`src/rtl/bcd_serial_adder.sv`:
```
// Digit-serial BCD adder: walks two packed BCD operands LSD first
// through a single one-digit BCD adder, one digit per clock.
module bcd_serial_adder #(
   parameter int DIGITS = 4
) (
   input  logic                  clk,
   input  logic                  rst_n,
   input  logic                  start,
   input  logic [4*DIGITS-1:0]   a,
   input  logic [4*DIGITS-1:0]   b,
   input  logic                  cin,
   output logic                  busy,
   output logic                  done,
   output logic [4*DIGITS-1:0]   sum,
   output logic                  cout,
   output logic                  err
);

   localparam int W  = 4 * DIGITS;
   localparam int IW = (DIGITS > 1) ? $clog2(DIGITS) : 1;

   typedef enum logic [1:0] {IDLE, RUN, DONE} state_t;

   state_t        state;
   logic [W-1:0]  a_q;
   logic [W-1:0]  b_q;
   logic [W-1:0]  wsum;
   logic [W-1:0]  wsum_nx;
   logic          carry;
   logic [IW-1:0] idx;
   logic [3:0]    da;
   logic [3:0]    db;
   logic [3:0]    ds;
   logic          dc;
   logic          bad;
   logic          last;

   function automatic logic has_bad(input logic [W-1:0] x);
      logic r;
      r = 1'b0;
      for (int i = 0; i < DIGITS; i++) begin
         if (x[4*i +: 4] > 4'd9) r = 1'b1;
      end
      return r;
   endfunction

   always_comb begin
      da      = a_q[4*idx +: 4];
      db      = b_q[4*idx +: 4];
      last    = (idx == IW'(DIGITS - 1));
      bad     = has_bad(a) | has_bad(b);
      wsum_nx = wsum;
      wsum_nx[4*idx +: 4] = ds;
   end

   one_digit_BCD_adder u_digit (
      .A   (da),
      .B   (db),
      .Cin (carry),
      .S   (ds),
      .C   (dc)
   );

   always_ff @(posedge clk or negedge rst_n) begin
      if (!rst_n) begin
         state <= IDLE;
         a_q   <= '0;
         b_q   <= '0;
         wsum  <= '0;
         carry <= 1'b0;
         idx   <= '0;
         busy  <= 1'b0;
         done  <= 1'b0;
         sum   <= '0;
         cout  <= 1'b0;
         err   <= 1'b0;
      end else begin
         unique case (state)
            IDLE: begin
               if (start) begin
                  a_q   <= a;
                  b_q   <= b;
                  carry <= cin;
                  idx   <= '0;
                  wsum  <= '0;
                  if (bad) begin
                     // reject without touching the digit datapath
                     state <= DONE;
                     done  <= 1'b1;
                     err   <= 1'b1;
                     sum   <= '0;
                     cout  <= 1'b0;
                  end else begin
                     state <= RUN;
                     busy  <= 1'b1;
                     err   <= 1'b0;
                  end
               end
            end
            RUN: begin
               wsum  <= wsum_nx;
               carry <= dc;
               idx   <= idx + 1'b1;
               if (last) begin
                  sum   <= wsum_nx;
                  cout  <= dc;
                  busy  <= 1'b0;
                  done  <= 1'b1;
                  state <= DONE;
               end
            end
            DONE: begin
               done  <= 1'b0;
               state <= IDLE;
            end
            default: state <= IDLE;
         endcase
      end
   end

endmodule

module one_digit_BCD_adder (
   input  logic [3:0] A,
   input  logic [3:0] B,
   input  logic       Cin,
   output logic [3:0] S,
   output logic       C
);

   logic [4:0] t;

   // binary sum above 9 is corrected by adding 6 and dropping bit 4
   assign t = {1'b0, A} + {1'b0, B} + {4'b0, Cin};
   assign C = (t > 5'd9);
   assign S = C ? 4'(t + 5'd6) : t[3:0];

endmodule

```
`config.mk`:
```
export PLATFORM = sky130hd
export DESIGN_NAME = bcd_serial_adder
export DESIGN_NICKNAME = d
export VERILOG_FILES = /design/src/rtl/bcd_serial_adder.sv
export SDC_FILE = /design/constraint.sdc
export NUM_CORES = 1
export LEC_CHECK = 0
export CAP_MARGIN = 20
export CORE_ASPECT_RATIO = 1.2
export CORE_MARGIN = 3
export CORE_UTILIZATION = 40
export CTS_CLUSTER_DIAMETER = 60
export DETAILED_ROUTE_END_ITERATION = 12
export HOLD_SLACK_MARGIN = 0.15
export PLACE_DENSITY = 0.72
export SLEW_MARGIN = 15
export SYNTH_ARGS = -nofsm -noshare
export SYNTH_HDL_FRONTEND = slang
export SYNTH_SLANG_ARGS = --single-unit
```
`constraint.sdc`:
```
create_clock -name clk -period 3.5 [get_ports clk]
set_input_delay 0.525 -clock clk [delete_from_list [all_inputs] [get_ports clk]]
set_output_delay 0.525 -clock clk [all_outputs]
set_load 0.05 [all_outputs]
```
After elaboration in Yosys (flattened, before gate mapping). Cells that the tools add are included. W data, S select, Z words.

Register bits after elaboration: 73. Output and inout bits: 20. Latch bits: 0. Input port bits: 36. Memories: 0. Word-level logic and storage cells: 83. Memory bits (read-only): 0. Bits in writable memories: 0.

Bitwise gates (word level): 1. $lt $le $gt $ge: 9. Reductions and logical operators: 9. Equal/unequal tests: 7. Divide/modulo/power cells: 0. Shift-type cells: 4. $mul: 0. Muxes and demuxes: 37. Add/sub/neg operators: 5.

Operator list (number): $mux W16 (4); $pmux W16 S2 (2); $neg A4 Y34 (1); $shift A4 B34 Y16 const A (1); $shiftx A4 B34 Y16 (1); $gt A4 B4 Y1 const B (8); $shiftx A16 B5 Y4 (2); $mux W1 (19); $bwmux W16 (1); $reduce_and A4 Y1 (3); $mux W2 (4); $ne A2 B2 Y1 const B (4); $pmux W2 S2 (2); $pmux W1 S2 (3); $reduce_and A2 Y1 (3); $add A4 B4 Y5 (1); $add A5 B1 Y5 (1); $gt A5 B4 Y1 const B (1); $add A4 B3 Y4 const B (1); $eq A2 B2 Y1 const B (2); $mux W4 (1); $pmux W1 S3 (1); $reduce_bool A3 Y1 (1); $add A2 B1 Y2 const B (1); 4 further kinds (4).

Longest topological paths before layout.
Word-level depth: 9. Gate-level depth with buffers: 11. Gate-level depth less buffers: 10.

By module. A second synthesis with hierarchy kept.

Cell total of the unflattened synthesis: 274. Area, all modules: 3555.9 sq um.

By module, submodules not included: bcd_serial_adder (area an instance 3344.5 sq um, cells each 252, seq. area each 1826.8 sq um, instances 1); one_digit_BCD_adder (area an instance 211.5 sq um, cells each 22, seq. area each 0.0 sq um, instances 1).

Worst setup path after synthesis. OpenSTA, ideal clock, no wires.

Path type: register -> register. From: register idx[0]. To: register sum[14]. Data required time: 3.408 ns. Period minus slack after synthesis: 3.805 ns. Stages on the path, launching flop included: 11. Path slack: -0.305 ns. Path buffers: 1. Setup time: 0.092 ns. Arrival: 3.713 ns. Cell sequence: dfrtp_1 > buf_1 > mux4_2 > fa_1 > fa_1 > xnor2_1 > ha_1 > a2111oi_4 > nor2_2 > mux2_4 > o31ai_2.

Word-level cells in the longest chain between the ends: 9. Elaborated cells between the ends (all ways): 16. Classes of those cells: add/sub: 4; order compare: 1; eq/ne: 2; shift: 4; mux: 4; reduce/logical: 1.

RTL lines: start, declared (RTL line 30) `logic [IW-1:0] idx;`; start signal, assigned (RTL line 103) `idx <= idx + 1'b1;`; $shiftx A16 B5 Y4, on equally long branches (RTL line 48, 49); $add A4 B4 Y5 (RTL line 134) `assign t = {1'b0, A} + {1'b0, B} + {4'b0, Cin};`; $add A5 B1 Y5 (RTL line 134); $add A4 B3 Y4 / $gt A5 B4 Y1 (equally long branches) (RTL line 136, 135); $mux W4 (RTL line 136) `assign S = C ? 4'(t + 5'd6) : t[3:0];`; $shiftx A4 B34 Y16 (RTL line 53) `wsum_nx[4*idx +: 4] = ds;`; $bwmux W16 (RTL line 53); $mux W16 (RTL line 104) `if (last) begin`; $pmux W16 S2 (RTL line 78) `unique case (state)`; end signal, assigned (RTL line 105) `sum <= wsum_nx;`; end, declared (RTL line 14) `output logic [4*DIGITS-1:0] sum,`.

Parallel ways exist; a longest one is shown, timed or not. The select of a mux whose other input is x is not followed. A chain may end at the register's enable or synchronous reset.

Worst setup path after layout.
From: register idx[0]. To: register sum[10].

Same word-level chain as after synthesis.

==> reports/metrics.cfg <==
[status]
outcome=finished clean

[die]
die_y_um=110
dieArea_um2=10200
io_pins=56
die_w_um=92.6
start_util=0.415
core_area_um2=8660
rows=37

[clocking]
cts_made_buffers=9
cts_tree=built
clockBufferDepth=2
cts_sinks=73
htree_levels=3
cts.clk_slew.worst_paths_ns=0.08
clock_latency_ns=0.35
ctsHoldBuffers=0
clockRootBuffer=clkbuf_8

[setup_path]
r2r_end=sum[10]
crit_chain=mux4_2 -> fa_2 -> fa_2 -> inv_1 -> ha_2 -> a2111oi_4 -> nor2_2 -> mux2_4 -> o31ai_2
critPathMaxStageDelay_ns=0.55
cp_slowest_cell=fa_2
start_kind=flip-flop
cp_max_fo=8
r2r_slack_ns=0.14
reg2reg_depth=9
r2r_start=idx[0]
critPathCaptureType=flip-flop
cp.required_ns=3.76
worstSetupPathType=flip-flop to flip-flop
cpMostUsedCell=fa_2
arrival_ns=3.61

[drt]
dr_wl_met3_um=450
met1Wirelength_um=3520
wl_um=8360
ant_nets=0
drt_pass1_iterations=5
via_per_inst=5.27
wl_per_cell_um=16.4
drc_errors=0
dr.max_layer_used=met4
first_iter_violations=153
wl_met2_um=4130
vias=2692

[grt]
grt_max_degree=74
grt_pass1_vias=2823
grt_pass1_wl_um=14000
gr-total-overflow=0
grt.total_usage=0.179
antenna_found_initial=0

[sta]
post-route-period-util=0.960
finalHoldViolCount=0
finalClockSkew_ns=0.00767
rsz0062_at_grt=false
relSlewSlack=0.380
setup_viol=0
fmax_mhz=298
fin_tns_setup_ns=0
slew_violations=0
worst_pin_slew_ns=0.930
post-route-min-period_ns=3.36

[layout]
final.fill_count=797
layout_common_cells=dfrtp_1, clkdlybuf4s50_1, nand2_1, mux2_2, a21oi_1
final_nets=437
num_antenna_cells=0
layout-drive-gt1-share=0.195
areaGrowthSynthToFinish_pct=24.4
final_common_cell=dfrtp_1

[placement]
portBuffers=55
dpl.hpwl_um=6170
place_congestion=0.901

[synthesis]
synth_cell_types=37
ys_warn_count=0
seq_area_frac_synth=0.508
avgSynthCellArea_um2=11.0
postSynthCellCount=328
synth_seq_cells=73
syn-num-nets=376
synth_area_um2=3600

[run]
drv_cap=0

[pwr]
ir_worst_vdd_mv=0.290
total_power_mw=2.41
p_leak_nw=1.88
power_density_nw_per_um2=538

[worst_hold_path]
hp-class=primary input to async pin

==> where the power goes <==
part	switching [mW]	leakage (nW)	total, mW	internal [mW]
registers	0.0533	0.913	0.988	0.934
clock network	0.321	0.0753	0.576	0.255
logic	0.474	0.890	0.842	0.367
==> cells in the mapped netlist (all sizes together) <==
cell | count | area, um2
o31ai | 6 | 65.1
buf | 7 | 31.3
fa | 2 | 40.0
nor3 | 6 | 30.0
nand3 | 12 | 60.1
nand2b | 6 | 37.5
o221ai | 1 | 8.76
a21oi | 31 | 155
o21ai | 22 | 110
nand2 | 41 | 154
ha | 10 | 125
and3b | 1 | 8.76
a21o | 4 | 30.0
o21a | 1 | 7.51
clkbuf | 5 | 18.8
dfrtp | 73 | 1830
o22ai | 3 | 18.8
mux2i | 4 | 40.0
a2111oi | 1 | 27.5
a31oi | 1 | 6.26
nor3b | 1 | 7.51
mux2 | 33 | 375
nor2 | 17 | 66.3
and2 | 1 | 6.26
and3 | 3 | 23.8
inv | 17 | 63.8
xnor2 | 1 | 8.76
mux4 | 8 | 180
nand4 | 3 | 18.8
or3 | 3 | 18.8
nor2b | 4 | 25.0
==> cell type report <==
| type | instances | area [um2] | area share |
|---|---|---|---|
| multi-input cells | 226 | 1670 | 0.374 |
| clock inverters | 5 | 32.5 | 0.00727 |
| repair buffers | 62 | 598 | 0.134 |
| well taps | 117 | 146 | 0.0327 |
| inverters | 17 | 63.8 | 0.0143 |
| clock buffers | 11 | 131 | 0.0294 |
| flip-flops and latches | 73 | 1830 | 0.409 |
==> repair_timing <==
item	CTS	global route
setup buffers	0	0
gates resized for setup	1	5
endpoints found under the setup margin	1	15
==> per-stage QoR <==
step | cell area, um2 | setup slack [ns] | hold WS (ns) | instances | util
floorplan | 3600 | 0.0218 | 0.229 | 328 | -
global placement | 4290 | 0.147 | 0.450 | 495 | 0.496
detailed placement | 4290 | 0.000197 | 0.456 | 495 | 0.496
CTS | 4460 | 0.0302 | 0.434 | 511 | 0.515
global route | 4470 | 0.0450 | 0.457 | 511 | 0.517
finish | 4470 | 0.142 | 0.386 | 511 | 0.517
==> worst max-delay path, delay by kind of cell (launching register included) <==
kind | cells | cell delay, ns
flip-flops | 1 | 0.41
AND/OR/NAND/NOR | 1 | 0.11
buffers and inverters | 1 | 0.06
multiplexers | 2 | 0.90
adder cells (fa/ha/maj) | 3 | 1.15
AO/OA/AOI/OAI | 2 | 0.62
==> cells by family (layout without fill, tap and decap cells) <==
| family | count (synthesis) | after routing | synth area share |
|---|---|---|---|
| AOI/OAI and AO/OA | 70 | 70 | 0.119 |
| xor gates and xnor gates | 1 | 1 | 0.00244 |
| DFF | 73 | 73 | 0.508 |
| and+or+nand+nor | 98 | 98 | 0.127 |
| buffers and inverters | 29 | 95 | 0.0317 |
| adders and majority gates | 12 | 12 | 0.0459 |
| muxes | 45 | 45 | 0.166 |
==> metal layers <==
metal	vias up	GRT usage
li1	1282	-
met1	1315	0.218
met2	78	0.301
met3	17	0.0465
met4	0	0.0817
met5	-	0
==> how the worst max path moves through the flow <==
stage	startpoint	to	slack (ns)	cells past startpoint
3_3_place_gp	idx[0]	sum[6]	0.15	9
2_1_floorplan	idx[0]	sum[14]	0.02	10
3_5_place_dp	idx[0]	sum[10]	0.0002	9
4_1_cts	idx[0]	sum[10]	0.03	9
6_report	idx[0]	sum[10]	0.14	9
5_1_grt	idx[0]	sum[10]	0.04	9
==> sequential cells by signal (all words and copies together) (netlist names) <==
name	flops
busy	1
b_q	16
cout	1
state	2
done	1
carry	1
idx	2
a_q	16
err	1
wsum	16
sum	16
Power figures use the tool's default switching activity.
==> RTL edit: new RTL, same flow settings <==
Re-encode `state_t` (3 states) as one-hot, 3 bits wide.
--- a/src/rtl/bcd_serial_adder.sv
+++ b/src/rtl/bcd_serial_adder.sv
@@ -21,3 +21,3 @@
 
-   typedef enum logic [1:0] {IDLE, RUN, DONE} state_t;
+   typedef enum logic [2:0] {IDLE = 3'b001, RUN = 3'b010, DONE = 3'b100} state_t;
 
Behaviour: no difference found for any inputs over 4 cycles, from zero or initial values and one cycle with rst_n low; so few cycles prove little.
==> RTL edit against the original RTL <==
Sequential share of layout area is 2.0 points lower; critical path depth is 1 higher; area after synthesis is 4.5% higher; fmax is 0.21% lower; count of clock-buffer cells in the layout stayed put; sequential cell count is 1 higher; setup slack worse by 0.0070 ns; clock power is 30% higher; total power is 23% higher; sequential power is 4% higher; design area is 6.6% higher; routed wire length is 6.9% higher; critical endpoint is now sum[6]$_DFFE_PN0P_.
==> RTL edit: results (changes against the original RTL) <==
status: "completed"  # unchanged
grt_pass1_vias: 2849  # was 2823
power.ir.vdd_worst_uv: 350  # was 290 uV
fp.dieW_um: 94.5  # was 92.6 um
synthMuxAreaShare: 0.155  # was 0.166
multi_input_area_share: 0.385  # was 0.374
max_freq_mhz: 297  # was 298 MHz
synth_compound_area_frac: 0.141  # was 0.119
slowest_delay_ns: 0.53  # was 0.55 ns
synthTopCellsByArea: "dfrtp_1 (49%), mux2_2 (9.6%), mux4_2 (4.8%)"  # was dfrtp_1 (51%), mux2_2 (10%), mux4_2 (5.0%)
clock_skew_ns: 0.0115  # was 0.00767 ns
synth_common_cells: "dfrtp_1 (73), mux2_2 (32), nand2_1 (27)"  # was dfrtp_1 (73), nand2_1 (41), mux2_2 (32)
wl_met1_um: 3780  # was 3520 um
wl_met2_um: 4670  # was 4130 um
place_inst: 498  # was 495
drt_first_pass_iters: 4  # was 5
num-fill-cells: 796  # was 797
whs_ns: 0.482  # was 0.386 ns
routedWlPerCell_um: 17.3  # was 16.4 um
grt_max_degree: 55  # was 74
worstPathArrival_ns: 3.63  # was 3.61 ns
drive_gt1_frac: 0.205  # was 0.195
area_growth_syn_to_layout_pct: 26.9  # was 24.4%
buffers: 65  # was 62
setup.worst_path.end: "sum[6]$_DFFE_PN0P_"  # was sum[10]$_DFFE_PN0P_
regArea_um2: 1850  # was 1830 um2
gp_congestion: 0.893  # was 0.901
synth_nets: 377  # was 376
hp-class: "reg -> reg"  # was in -> async
vias_per_cell: 5.48  # was 5.27
crit_fanout: 4  # was 8
[RTL edit: worst register-to-register path: cells and delay by family (launching register included)]
| kind | cells | cell delay, ns |
|---|---|---|
| AO/OA/AOI/OAI | 2 | 0.35 |
| XOR/XNOR | 1 | 0.16 |
| adder cells (fa/ha/maj) | 3 | 1.00 |
| flip-flops | 1 | 0.41 |
| multiplexers | 1 | 0.53 |
| AND/OR/NAND/NOR | 3 | 0.84 |
[RTL edit: power breakdown]
part | internal (mW) | switching, mW
clock network | 0.420 | 0.325
logic | 0.532 | 0.642
registers | 0.964 | 0.0653
[RTL edit: timing repair]
| action | CTS | global route |
|---|---|---|
| buffers inserted | 0 | 1 |
| setup endpoints to repair | 0 | 14 |
| endpoints found under the hold margin | 8 | 0 |
| hold buffers | 1 | 0 |
| resized for setup | 0 | 6 |
